**config.mk**
```make
export PLATFORM = sky130hd
export DESIGN_NAME = pipe_fifo_flat
export DESIGN_NICKNAME = d
export VERILOG_FILES = /design/src/rtl/pipe_fifo_if.sv /design/src/rtl/pipe_fifo.sv /design/src/flat_wrapper.sv
export SDC_FILE = /design/constraint.sdc
export NUM_CORES = 1
export LEC_CHECK = 0
export ABC_AREA = 1
export CAP_MARGIN = 0
export CELL_PAD_IN_SITES_DETAIL_PLACEMENT = 2
export CELL_PAD_IN_SITES_GLOBAL_PLACEMENT = 2
export CORE_MARGIN = 1.5
export CORE_UTILIZATION = 37
export DETAILED_ROUTE_END_ITERATION = 8
export GPL_TIMING_DRIVEN = 0
export PLACE_DENSITY = 0.83
export RECOVER_POWER = 25
export SYNTH_ARGS = -nofsm -noshare
export SYNTH_HDL_FRONTEND = slang
export SYNTH_SLANG_ARGS = --single-unit
```
**constraint.sdc**
```tcl
create_clock -name clk -period 2.8 [get_ports clk]
set_input_delay 0.56 -clock clk [delete_from_list [all_inputs] [get_ports clk]]
set_output_delay 0.56 -clock clk [all_outputs]
set_load 0.01 [all_outputs]
```
**src/rtl/pipe_fifo_if.sv**
```systemverilog
// Handshake bundle for pipe_fifo: valid/ready write side, valid/ready read side
// and the occupancy count. The FIFO sits on the slave modport.
interface pipe_fifo_if #(
  parameter int WIDTH = 8,
  parameter int DEPTH = 4
);
  localparam int CW = $clog2(DEPTH + 1);

  logic             in_valid;
  logic             in_ready;
  logic [WIDTH-1:0] in_data;
  logic             out_valid;
  logic             out_ready;
  logic [WIDTH-1:0] out_data;
  logic [CW-1:0]    count;

  modport slave (
    input  in_valid, in_data, out_ready,
    output in_ready, out_valid, out_data, count
  );

  modport master (
    output in_valid, in_data, out_ready,
    input  in_ready, out_valid, out_data, count
  );
endinterface

```
**src/rtl/pipe_fifo.sv**
```systemverilog
// First-word-fall-through FIFO with power-of-two depth and a synchronous
// active-low reset; only pointers and count are reset, storage is not.
module pipe_fifo #(
  parameter int WIDTH = 8,
  parameter int DEPTH = 4
) (
  input logic         clk,
  input logic         rst_n,
  pipe_fifo_if.slave  bus
);
  localparam int PW = (DEPTH > 1) ? $clog2(DEPTH) : 1;
  localparam int CW = $clog2(DEPTH + 1);
  localparam logic [CW-1:0] FULL_COUNT = CW'(DEPTH);

  logic [WIDTH-1:0] mem_q [DEPTH];
  logic [PW-1:0]    wr_ptr_q, wr_ptr_d;
  logic [PW-1:0]    rd_ptr_q, rd_ptr_d;
  logic [CW-1:0]    count_q, count_d;
  logic             push;
  logic             pop;

  // Ready is gated by reset so nothing is accepted while rst_n is low, and a
  // full FIFO refuses even when a pop happens in the same cycle.
  assign bus.in_ready  = (count_q < FULL_COUNT) && rst_n;
  assign bus.out_valid = (count_q != '0);
  assign bus.out_data  = mem_q[rd_ptr_q];
  assign bus.count     = count_q;

  assign push = bus.in_valid && bus.in_ready;
  assign pop  = bus.out_valid && bus.out_ready;

  always_comb begin
    wr_ptr_d = wr_ptr_q;
    rd_ptr_d = rd_ptr_q;
    count_d  = count_q;
    if (push) begin
      wr_ptr_d = wr_ptr_q + PW'(1);
    end
    if (pop) begin
      rd_ptr_d = rd_ptr_q + PW'(1);
    end
    case ({push, pop})
      2'b10:   count_d = count_q + CW'(1);
      2'b01:   count_d = count_q - CW'(1);
      default: count_d = count_q;
    endcase
  end

  always_ff @(posedge clk) begin
    if (!rst_n) begin
      wr_ptr_q <= '0;
      rd_ptr_q <= '0;
      count_q  <= '0;
    end else begin
      wr_ptr_q <= wr_ptr_d;
      rd_ptr_q <= rd_ptr_d;
      count_q  <= count_d;
    end
  end

  always_ff @(posedge clk) begin
    if (push) begin
      mem_q[wr_ptr_q] <= bus.in_data;
    end
  end
endmodule

```
**src/flat_wrapper.sv**
```systemverilog
// flat-port wrapper written by rule: the top's interface ports become plain ports
module pipe_fifo_flat 
#(
  parameter int WIDTH = 8,
  parameter int DEPTH = 4
)
  (clk, rst_n, bus_in_valid, bus_in_data, bus_out_ready, bus_in_ready, bus_out_valid, bus_out_data, bus_count);
  pipe_fifo_if #(.WIDTH(WIDTH), .DEPTH(DEPTH)) bus_i ();
  input logic clk;
  input logic rst_n;
  input wire logic [$bits(bus_i.in_valid)-1:0] bus_in_valid;
  input wire logic [$bits(bus_i.in_data)-1:0] bus_in_data;
  input wire logic [$bits(bus_i.out_ready)-1:0] bus_out_ready;
  output wire logic [$bits(bus_i.in_ready)-1:0] bus_in_ready;
  output wire logic [$bits(bus_i.out_valid)-1:0] bus_out_valid;
  output wire logic [$bits(bus_i.out_data)-1:0] bus_out_data;
  output wire logic [$bits(bus_i.count)-1:0] bus_count;
  assign bus_i.in_valid = bus_in_valid;
  assign bus_i.in_data = bus_in_data;
  assign bus_i.out_ready = bus_out_ready;
  assign bus_in_ready = bus_i.in_ready;
  assign bus_out_valid = bus_i.out_valid;
  assign bus_out_data = bus_i.out_data;
  assign bus_count = bus_i.count;
  pipe_fifo #(.WIDTH(WIDTH), .DEPTH(DEPTH)) u_core (.clk(clk), .rst_n(rst_n), .bus(bus_i));
endmodule
```
==> impl_metrics.tcl <==
set metrics [dict create \
    status "completed" \
    drv_slew 0 \
    postPlaceCellArea_um2 1980 \
    synthToLayoutAreaGrowth_pct 23.9 \
    timing.fmax_ghz 0.398 \
    drt_iter0_drc 89 \
    avgSynthCellArea_um2 11.8 \
    p_per_area_nw_per_um2 877 \
    multi_input_area_um2 447 \
    power.leakage_nw 0.763 \
    grt_start_max_net_pins 13 \
    n_antenna_cell 0 \
    critPathArrivalTime_ns 1.95 \
    final_cell_area_um2 2080 \
    grt_pass1_vias 1366 \
    rr_worst_depth 13 \
    critPathKind "register to output pin" \
    ctsResizeCount 0 \
    cp_cell_sequence "inv_1, o21ai_0, o22ai_1, clkdlybuf4s50_1" \
    synth.distinct_cells 18 \
    busiest_layer "met2" \
    num-fill-cells 443 \
    cpPeakStageDelay_ns 0.59 \
    syn_nets 161 \
    rsz0062_at_grt "no" \
    fin_skew_ns 0.00712 \
    overflow 0 \
    hp-class "register to register" \
    final_cell_mix "32 x edfxtp_1, 26 x nor2_1, 17 x inv_1, 17 x clkdlybuf4s50_1, 16 x o21ai_0" \
    tightest_slew_ns 0.878 \
    dp_hpwl_um 3160 \
    timing.max_cap.violations 0 \
    chipHeight_um 70.4 \
    r2r_start "u_core.bus.count[0]" \
    grt_usage_pct 19.8 \
    grt_pass1_wl_um 7220 \
    min_to "u_core.wr_ptr_q[1]" \
    synth-seq-cells 41 \
    clock_latency_ns 0.29 \
    cts_hold_buf 0 \
    rows 24 \
    r2r_setup_slack_ns 0.79 \
    hold_depth 2 \
    ys_seq_area_share_pct 67.8 \
    path_clk_slew_ns 0.08 \
    grtUsageMet2_pct 37.8 \
    htree_levels 2 \
    clock_sinks 41 \
    setup_violations 0 \
    crit_path_start_kind "register" \
    cts_setup_buffers 0 \
    netlist_instances 143 \
    post_drt_wl_per_cell_um 19.8 \
    synthFlopType "edfxtp_1" \
    root_buffer "clkbuf_8" \
    dieArea_um2 4960 \
    route.detailed.drc 0 \
    slowest_stage "clkdlybuf4s50_1" \
    coreArea_um2 4350 \
    period_share_pct 89.8 \
    use_met3_pct 4.04 \
    via_per_inst 5.22 \
    die_w_um 70.4 \
    ant_nets 0 \
    synth_edf_count 32 \
    initial_core_util_pct 38.6 \
    synth_area_um2 1680 \
    cts-buffers-inserted 5 \
    critPathRequiredTime_ns 2.24 \
    fin_crit_ns 2.51 \
    routed_wl_um 4480 \
    ys_async_sr_fraction_pct 0 \
    stdcell_count 226 \
    grt_antenna_before_repair 0 \
    hp-start "u_core.wr_ptr_q[1]" \
    final_common_cell "edfxtp_1" \
    cts.path.max_buffers 2 \
    io_buffers 23 \
    slew_headroom_pct 41.3 \
    tritoncts "built" \
    num_io_pins 25 \
    tns_ns 0 \
    cp-end-kind "output pin" \
    cp_max_fo 9 \
    drive_above_1_share_pct 8.62 \
    vias 1179 \
    hold_violations 0 \
    vdd_ir_drop_max_v 0.000358 \
    rr_endpoint "u_core.bus.count[2]" \
    layout.nets 191 \
    dpl.cell_count 218 \
    path_buf_inv 2 \
    yosys_warnings 0 \
    crit_family "buffers and inverters" \
    grt_use_met1_pct 21.7 \
    final-seq-area_um2 1140 \
    dr.pass1.iters 4 \
    whs_ns 0.543 \
    place.gp.congestion 0.730 \
]
==> state kept, by name (all words and copies together), names as in the netlist, named ones only <==
name / cells
u_core.rd_ptr_q: 2
u_core.bus.count: 3
u_core.mem_q: 32
u_core.wr_ptr_q: 2
==> worst reg2reg max path, delay by kind of cell (launching register included) <==
kind	cells	cell delay (ns)
and+or+nand+nor	7	0.59
adders and majority gates	2	0.59
buffers and inverters	4	0.38
DFF	1	0.36
==> per-layer routing <==
metal	share of wire (%)	routed length, um	vias up
li1	-	-	552
met1	39	1740	601
met2	58	2600	20
met3	2.3	101	6
met4	0.65	29	0
met5	0	0	-
==> area by class of cell <==
cell class	instances	area share, %
Sequential cell	41	54.7
Multi-Input combinational cell	81	21.4
Timing Repair Buffer	23	11.0
Clock buffer	6	3.48
Inverter	18	3.24
Tap cell	52	3.12
Clock inverter	2	1.62
Buffer	3	1.32
==> worst max-delay path by stage <==
stage	endpoint	start	cells after the start
floorplan	u_core.bus.count[2]	rst_n	11
global placement	u_core.bus.count[2]	bus_out_ready	12
detailed placement	u_core.bus.count[2]	bus_out_ready	12
CTS	bus_out_data[2]	register	4
global route	bus_out_data[2]	register	4
finish	bus_out_data[2]	register	4
==> power by group <==
| group | total (mW) | switching, mW | internal [mW] |
|---|---|---|---|
| clock network | 0.463 | 0.200 | 0.263 |
| registers | 0.772 | 0.0582 | 0.714 |
| logic | 0.594 | 0.332 | 0.262 |
| total | 1.83 | 0.590 | 1.24 |
==> cell usage after synthesis (2+ instances only) <==
cell type | count | share of area, %
a21oi_1 | 5 | 1.5
buf_6 | 2 | 1.3
dfxtp_1 | 9 | 11
edfxtp_1 | 32 | 57
ha_1 | 5 | 3.7
inv_1 | 17 | 3.8
nand2_1 | 11 | 2.5
nand3_1 | 3 | 0.89
nor2_1 | 26 | 5.8
o21ai_0 | 16 | 4.8
o21ai_2 | 3 | 1.6
o22ai_1 | 8 | 3.0
==> cells by family (layout without fill, tap and decap cells) <==
family                   count (synthesis)  in the layout  share of synthesized area, %
AND/OR/NAND/NOR                         42             42                          10.6
buffers and inverters                   21             52                          5.65
adder cells (fa/ha/maj)                  6              6                          4.91
flip-flops                              41             41                          67.8
AO/OA/AOI/OAI                           33             33                          11.1
==> through the flow <==
stage | worst slack (ns) | total power, mW | util (%)
after CTS | 0.237 | 1.86 | 47.9
after floorplan | 0.988 | 1.07 | -
after global routing | 0.119 | 1.93 | 47.9
after global placement | 0.540 | 1.32 | 45.4
final | 0.286 | 1.83 | 47.9
after detailed placement | 0.419 | 1.38 | 45.4
Power figures use the tool's default switching activity.
